`config.mk`:
```
export PLATFORM = sky130hd
export DESIGN_NAME = eeprom_req_arb
export DESIGN_NICKNAME = d
export VERILOG_FILES = /design/src/rtl/eeprom_req_arb.sv
export SDC_FILE = /design/constraint.sdc
export NUM_CORES = 1
export LEC_CHECK = 0
export BUFFER_PORTS_ARGS = -buffer_cell sky130_fd_sc_hd__buf_2
export CORE_UTILIZATION = 48
export DETAILED_ROUTE_END_ITERATION = 6
export PLACE_DENSITY = 0.92
export SETUP_SLACK_MARGIN = 0.05
export SLEW_MARGIN = 20
export SYNTH_ARGS = -nofsm -noshare
export SYNTH_HDL_FRONTEND = slang
export SYNTH_SLANG_ARGS = --single-unit
```
`constraint.sdc`:
```
create_clock -name CLK -period 3.1 [get_ports CLK]
set_input_delay 0.155 -clock CLK [delete_from_list [all_inputs] [get_ports CLK]]
set_output_delay 0.155 -clock CLK [all_outputs]
set_load 0.1 [all_outputs]
```
`src/rtl/eeprom_req_arb.sv`:
```
// Two-port round-robin request arbiter and strobe sequencer in front of the EEPROM_WR converter.
// Optional ACK watchdog with ERR reporting is built when EEPROM_ARB_TIMEOUT_EN is defined.
module eeprom_req_arb #(
   parameter int unsigned GAP_CYCLES     = 4,
   parameter logic [11:0] TIMEOUT_CYCLES = 12'd4095
) (
   input  logic        CLK,
   input  logic        RESET,
   input  logic        REQ0,
   input  logic        REQ1,
   input  logic        WE0,
   input  logic        WE1,
   input  logic [10:0] ADDR0,
   input  logic [10:0] ADDR1,
   input  logic [7:0]  WDATA0,
   input  logic [7:0]  WDATA1,
   output logic        GNT0,
   output logic        GNT1,
   output logic        DONE0,
   output logic        DONE1,
   output logic        ERR0,
   output logic        ERR1,
   output logic [7:0]  RDATA0,
   output logic [7:0]  RDATA1,
   output logic        BUSY,
   output logic        WR,
   output logic        RD,
   output logic [10:0] ADDR,
   output logic [7:0]  DOUT,
   output logic        DOE,
   input  logic [7:0]  DIN,
   input  logic        ACK
);

   localparam logic [2:0] IDLE     = 3'd0;
   localparam logic [2:0] GAP      = 3'd1;
   localparam logic [2:0] STROBE   = 3'd2;
   localparam logic [2:0] WAIT_ACK = 3'd3;
   localparam logic [2:0] DONE     = 3'd4;

   localparam logic [3:0] GAP_LAST = 4'(GAP_CYCLES - 1);

   logic [2:0]  state_q, state_d;
   logic        ptr_q, ptr_d;
   logic        port_q, port_d;
   logic        we_q, we_d;
   logic [10:0] addr_q, addr_d;
   logic [7:0]  wdata_q, wdata_d;
   logic [3:0]  gap_q, gap_d;
   logic [1:0]  gnt_q, gnt_d;
   logic [7:0]  rdata0_q, rdata0_d;
   logic [7:0]  rdata1_q, rdata1_d;
   logic        ack_q;
   logic        winner;
   logic        ackRise;
`ifdef EEPROM_ARB_TIMEOUT_EN
   logic [11:0] wd_q, wd_d;
   logic        err_q, err_d;
`endif

   always_comb begin
      state_d  = state_q;
      ptr_d    = ptr_q;
      port_d   = port_q;
      we_d     = we_q;
      addr_d   = addr_q;
      wdata_d  = wdata_q;
      gap_d    = gap_q;
      gnt_d    = 2'b00;
      rdata0_d = rdata0_q;
      rdata1_d = rdata1_q;
      winner   = 1'b0;
      ackRise  = ACK & ~ack_q;
`ifdef EEPROM_ARB_TIMEOUT_EN
      wd_d     = wd_q;
      err_d    = err_q;
`endif
      case (state_q)
         IDLE: begin
            if (REQ0 | REQ1) begin
               // On a tie the port not served last wins; otherwise the sole requester.
               winner  = (REQ0 & REQ1) ? ~ptr_q : REQ1;
               port_d  = winner;
               ptr_d   = winner;
               we_d    = winner ? WE1 : WE0;
               addr_d  = winner ? ADDR1 : ADDR0;
               wdata_d = winner ? WDATA1 : WDATA0;
               gnt_d   = winner ? 2'b10 : 2'b01;
               gap_d   = 4'd0;
`ifdef EEPROM_ARB_TIMEOUT_EN
               err_d   = 1'b0;
`endif
               state_d = GAP;
            end
         end
         GAP: begin
            if (gap_q == GAP_LAST) state_d = STROBE;
            else                   gap_d   = gap_q + 4'd1;
         end
         STROBE: begin
`ifdef EEPROM_ARB_TIMEOUT_EN
            // Watchdog holds cycles elapsed since the strobe, so the first WAIT_ACK cycle is 1.
            wd_d    = 12'd1;
`endif
            state_d = WAIT_ACK;
         end
         WAIT_ACK: begin
            if (ackRise) begin
               if (!we_q) begin
                  if (port_q) rdata1_d = DIN;
                  else        rdata0_d = DIN;
               end
               state_d = DONE;
            end
`ifdef EEPROM_ARB_TIMEOUT_EN
            else if (wd_q == TIMEOUT_CYCLES - 12'd1) begin
               err_d   = 1'b1;
               state_d = DONE;
            end else begin
               wd_d = wd_q + 12'd1;
            end
`endif
         end
         DONE:    state_d = IDLE;
         default: state_d = IDLE;
      endcase
   end

   // All state, latches and the ACK history register; reset aborts any transaction.
   always_ff @(posedge CLK) begin
      if (RESET) begin
         state_q  <= IDLE;
         ptr_q    <= 1'b1;
         port_q   <= 1'b0;
         we_q     <= 1'b0;
         addr_q   <= 11'd0;
         wdata_q  <= 8'd0;
         gap_q    <= 4'd0;
         gnt_q    <= 2'b00;
         rdata0_q <= 8'd0;
         rdata1_q <= 8'd0;
         ack_q    <= 1'b0;
`ifdef EEPROM_ARB_TIMEOUT_EN
         wd_q     <= 12'd0;
         err_q    <= 1'b0;
`endif
      end else begin
         state_q  <= state_d;
         ptr_q    <= ptr_d;
         port_q   <= port_d;
         we_q     <= we_d;
         addr_q   <= addr_d;
         wdata_q  <= wdata_d;
         gap_q    <= gap_d;
         gnt_q    <= gnt_d;
         rdata0_q <= rdata0_d;
         rdata1_q <= rdata1_d;
         ack_q    <= ACK;
`ifdef EEPROM_ARB_TIMEOUT_EN
         wd_q     <= wd_d;
         err_q    <= err_d;
`endif
      end
   end

   assign BUSY   = (state_q != IDLE);
   assign WR     = (state_q == STROBE) & we_q;
   assign RD     = (state_q == STROBE) & ~we_q;
   assign ADDR   = addr_q;
   assign DOUT   = wdata_q;
   assign DOE    = we_q & BUSY;
   assign GNT0   = gnt_q[0];
   assign GNT1   = gnt_q[1];
   assign DONE0  = (state_q == DONE) & ~port_q;
   assign DONE1  = (state_q == DONE) & port_q;
   assign RDATA0 = rdata0_q;
   assign RDATA1 = rdata1_q;
`ifdef EEPROM_ARB_TIMEOUT_EN
   assign ERR0   = DONE0 & err_q;
   assign ERR1   = DONE1 & err_q;
`else
   assign ERR0   = 1'b0;
   assign ERR1   = 1'b0;
`endif

endmodule

```
* Word level (Yosys, flattened, before mapping)
Cells that the tools add are included. Widths: inputs -> output; s select.
Storage, ports and cells: register bits 48, output and inout port bits 45, word-level logic and storage cells 56
Operators by class: equality and inequality tests 9, reductions and logical operators 9, add/subtract/negate cells 1, bitwise operators 14, muxes and demuxes 12
Operators by type and width (number):
- $pmux 3 s4 | 1
- $mux 11 | 1
- $mux 3 | 3
- $mux 4 | 2
- $mux 8 | 1
- $ne 2x2->1 const B | 4
- $pmux 4 s2 | 1
- $reduce_and 4->1 | 2
- $and 1x1->1 | 7
- $eq 3x2->1 const B | 2
- $not 1->1 | 6
- $reduce_and 3->1 | 2
- $add 4x1->4 const B | 1
- $eq 4x2->1 const B | 1
- $eq 3x1->1 const B | 1
- $eq 3x3->1 const B | 1
- $logic_not 3->1 | 1
- $reduce_bool 3->1 | 1
- $reduce_or 3->1 | 1
- $mux 1 | 2
- $mux 2 | 1
- $reduce_and 2->1 | 1
- $reduce_bool 2->1 | 1
- $or 1x1->1 | 1

* Logic depth before layout (Yosys ltp)
depth in word-level cells 4, depth in mapped cells 8, depth with buffers taken out 5

* Least setup slack after synthesis
OpenSTA, ideal clock, no wires.
path kind flip-flop to output port, start point reg state_q[2], end point out WR, path buffers 1, stages on the path, launching flop included 4, data arrival time 2795 ps, slack 150 ps, cells stage by stage dfxtp_1 > buf_6 > nand2b_1 > nor3b_1
Between the ends: cells in the longest elaborated chain, start to end 2
RTL lines:
- from (decl) | RTL line 43 | logic [2:0] state_q, state_d;
- from (signal assigned) | RTL line 148 | state_q <= state_d;
- $eq 3x2->1 | RTL line 167 | assign WR = (state_q == STROBE) & we_q;
- $and 1x1->1 | RTL line 167
- to (decl) | RTL line 26 | output logic WR,
Every way passes these cells.

* Final worst setup path
start point reg state_q[0], end point reg wdata_q[7], in the netlist DOUT[7]
Between the ends: cells in the longest elaborated chain, start to end 2
RTL lines:
- $logic_not 3->1 | RTL line 78 | case (state_q)
- $reduce_and 2->1 (no source line)
- to (signal assigned) | RTL line 153 | wdata_q <= wdata_d;
- to (decl) | RTL line 48 | logic [7:0] wdata_q, wdata_d;
Every way passes these cells. A chain may end at the register's enable or synchronous reset.

==> summary.md <==
| Metric | Value |
|---|---|
| CP max-delay cell | nor3b_4 |
| Cells after Synth | 210 |
| PD cells | 630.6 nW/um^2 |
| Commonest non-fill, non-tap cell in the layout | buf_2 |
| Critical path, cell by cell | or4_4, nor3b_4, a22oi_1, nand2_1 |
| Final HPWL DP | 3127 um |
| P_int | 0.9462 mW |
| Initial Utilization | 0.5159 |
| Area occupied by registers | 960.9 um^2 |
| Seq pwr share | 0.442 |
| Required time worst endpoint | 3.33 ns |
| Core Util, Final | 0.6636 |
| Final #Nets | 355 |
| Seq/Total Area, Yosys | 0.4939 |
| IO Port Bufs | 95 |
| Clock tree buffer depth | 2 |
| Critical path class | flip-flop to flip-flop |
| Share of post-route cells with drive strength above 1 | 0.3609 |
| Synth warn | 0 |
| Clock network power share | 0.234 |
| Global-route wire length before repair | 6962 um |
| Final period util | 0.6564 |
| Die width | 65.67 um |
| Routed len/inst | 12.29 um |
| Status | finished, final reports clean |
| Ys async rst share | 0 |
| Setup tns final | 0 ns |
| RSZ-0062 raised after global routing | no |
| Largest net degree at the start of global routing | 32 |
| Stages on worst setup path | 4 |
| DR pass1 iterations | 4 |
| Vias in the first global route | 1614 |
| Crit Path Max Fanout | 18 |
| Setup violations, final | 0 |
| Die height | 65.67 um |
| DRC Markers | 0 |
| VDD IR max | 0.3765 mV |
| CTS clock-pin slew for the worst setup and hold paths | 0.08 ns |
| Critical path startpoint | state_q[0] |
| Vias | 1770 |
| Worst endpoint data arrival time | 2.27 ns |
| Grt ovf | 0 |
| Avg Inst Size Synth | 9.265 um^2 |
| Die area | 4312 um^2 |
| Buf+Inv Stages, Crit Path | 0 |
| H-tree levels | 2 |
| Final min period | 2.035 ns |
| Synth Cell Area | 1946 um^2 |
| Clk sinks | 48 |
| Hold Buf Count CTS | 0 |
| Switching share of power | 0.4003 |
| Hold path startpoint | WDATA1[5] |
| Kind of end point of the critical path | flip-flop |
| Max-slew violation count | 0 |
| Combinational Power Share | 0.324 |
| Multi-input gate area | 897.1 um^2 |
| Rel. slew slack | 0.4828 |
| Number of synthesized flops with an enable pin | 0 |
| Seq cells post-synth | 48 |
| Final WL | 4301 um |
| Global-route usage over all layers | 0.2122 |
| Gpl congestion | 0.7692 |
| Commonest cells after routing, fill and taps aside | buf_2 (95), dfxtp_1 (48), nand2_1 (36) |
| Final worst slack | 1.065 ns |
| Io pins | 98 |
| Crit-path max cell delay | 0.63 ns |
| Antenna violations before repair | 0 |
| Clk_lat worst skew | 0.29 ns |
| Area of the core | 3771 um^2 |
| Synth-to-Final Area Change | 28.62% |
| Post-CTS sizing | 0 |
| Crit path launch type | flip-flop |
| Post-synthesis cell type count | 47 |
| Predominant post-synthesis flop cell | dfxtp_1 |
| Hold Vio Cnt, Final | 0 |
| HP Class | primary input to flip-flop |
| Pre-CTS setup slack | 1.101 ns |
| Clock skew | 0.006696 ns |
| 1st-iter DRT viols | 111 |
| Measured slew at the worst slew-check pin | 0.7750 ns |
| Max Fclk | 491.4 MHz |
| CTS root buf | clkbuf_8 |
| DRT antenna net count | 0 |
| ANT cells | 0 |
| Maxcap violations | 0 |
| Filler Cells Inserted | 316 |
| Worst reg2reg startpoint | state_q[0] |
| Pleak | 1.293 nW |
| TritonCTS clock tree | yes |
| Via-to-Cell Ratio | 5.057 |
| Worst R2R Path Depth | 4 |
| Post-CTS setup buffers | 0 |
| CTS buffer count | 5 |
| WHS Path Cells | 3 |
| NetSw | 0.6317 mW |
| CP delay by family, top | simple AND/OR/NAND/NOR gates |
| Row count | 22 |
==> flip-flops by register name, summed over array words and instances, names as in the netlist, 2 cells and up <==
register and count:
state_q 3, gnt_q 2, RDATA0 8, RDATA1 8
gap_q 4, ADDR 11, DOUT 8
==> cells in the mapped netlist, drive strengths merged, types with 2 or more instances <==
cell type	number	area share
mux2i	16	0.082
nor3	3	0.014
o21ai	2	0.0051
nor2	29	0.057
a211oi	3	0.012
buf	8	0.030
inv	5	0.0096
a21oi	4	0.010
nor3b	2	0.014
nand2	36	0.069
clkbuf	4	0.0077
and2	2	0.0064
nand2b	3	0.0096
a22oi	16	0.064
or4	2	0.0096
dfxtp	48	0.49
nand3	3	0.0077
o22ai	3	0.0096
==> layer usage <==
layer / up-vias / routed length, um / GRT usage
met5: - / 0 / 0
met4: 0 / 48 / 0.09783
met3: 4 / 253 / 0.04861
met2: 62 / 2065 / 0.3482
met1: 795 / 1932 / 0.2608
li1: 909 / - / -
==> cell type report <==
| type | count | share of cell area |
|---|---|---|
| clock buffers | 8 | 0.03600 |
| well taps | 48 | 0.02400 |
| multi-input cells | 146 | 0.3585 |
| inverters | 5 | 0.007500 |
| flip-flops and latches | 48 | 0.3840 |
| repair buffers | 95 | 0.1900 |
==> kinds of logic after synthesis <==
group                      Yosys count  synth area share
AOI/OAI and AO/OA                   38            0.1460
adders and majority gates            1          0.006430
buffers and inverters               17           0.04694
DFF                                 48            0.4939
muxes                               16           0.08231
other                                1          0.001927
and+or+nand+nor                     89            0.2225
==> final timing paths <==
path / to / slack (ns)
worst min register to register: DOUT[4] / 0.44
worst min-delay path: DOUT[5] / 0.07
worst max-delay path: DOUT[7] / 1.07
worst max register to register: DOUT[7] / 1.07
==> stage by stage <==
stage | power [mW] | instance area [um^2] | cells | hold slack (ns)
2_1_floorplan | 1.129 | 1949 | 211 | 0.2625
3_3_place_gp | 1.216 | 2412 | 342 | 0.3624
3_5_place_dp | 1.223 | 2412 | 342 | 0.3677
4_1_cts | 1.595 | 2502 | 350 | 0.05389
5_1_grt | 1.647 | 2502 | 350 | 0.05311
6_report | 1.578 | 2502 | 350 | 0.06817
==> power by group through the flow <==
| stage | combinational, mW | sequential, mW | clock (mW) |
|---|---|---|---|
| after global routing | 0.539 | 0.704 | 0.404 |
| final | 0.511 | 0.698 | 0.369 |
| after CTS | 0.512 | 0.698 | 0.384 |
| after detailed placement | 0.512 | 0.711 | 0 |
| after global placement | 0.507 | 0.709 | 0 |
| after floorplan | 0.171 | 0.958 | 0 |
==> worst reg2reg max path, stage by stage, from the launching register on <==
cell	delay, ns
dfxtp_1	0.46
or4_4	0.57
nor3b_4	0.63
a22oi_1	0.21
nand2_1	0.11
Note: power is estimated with default switching activity, not from simulation.
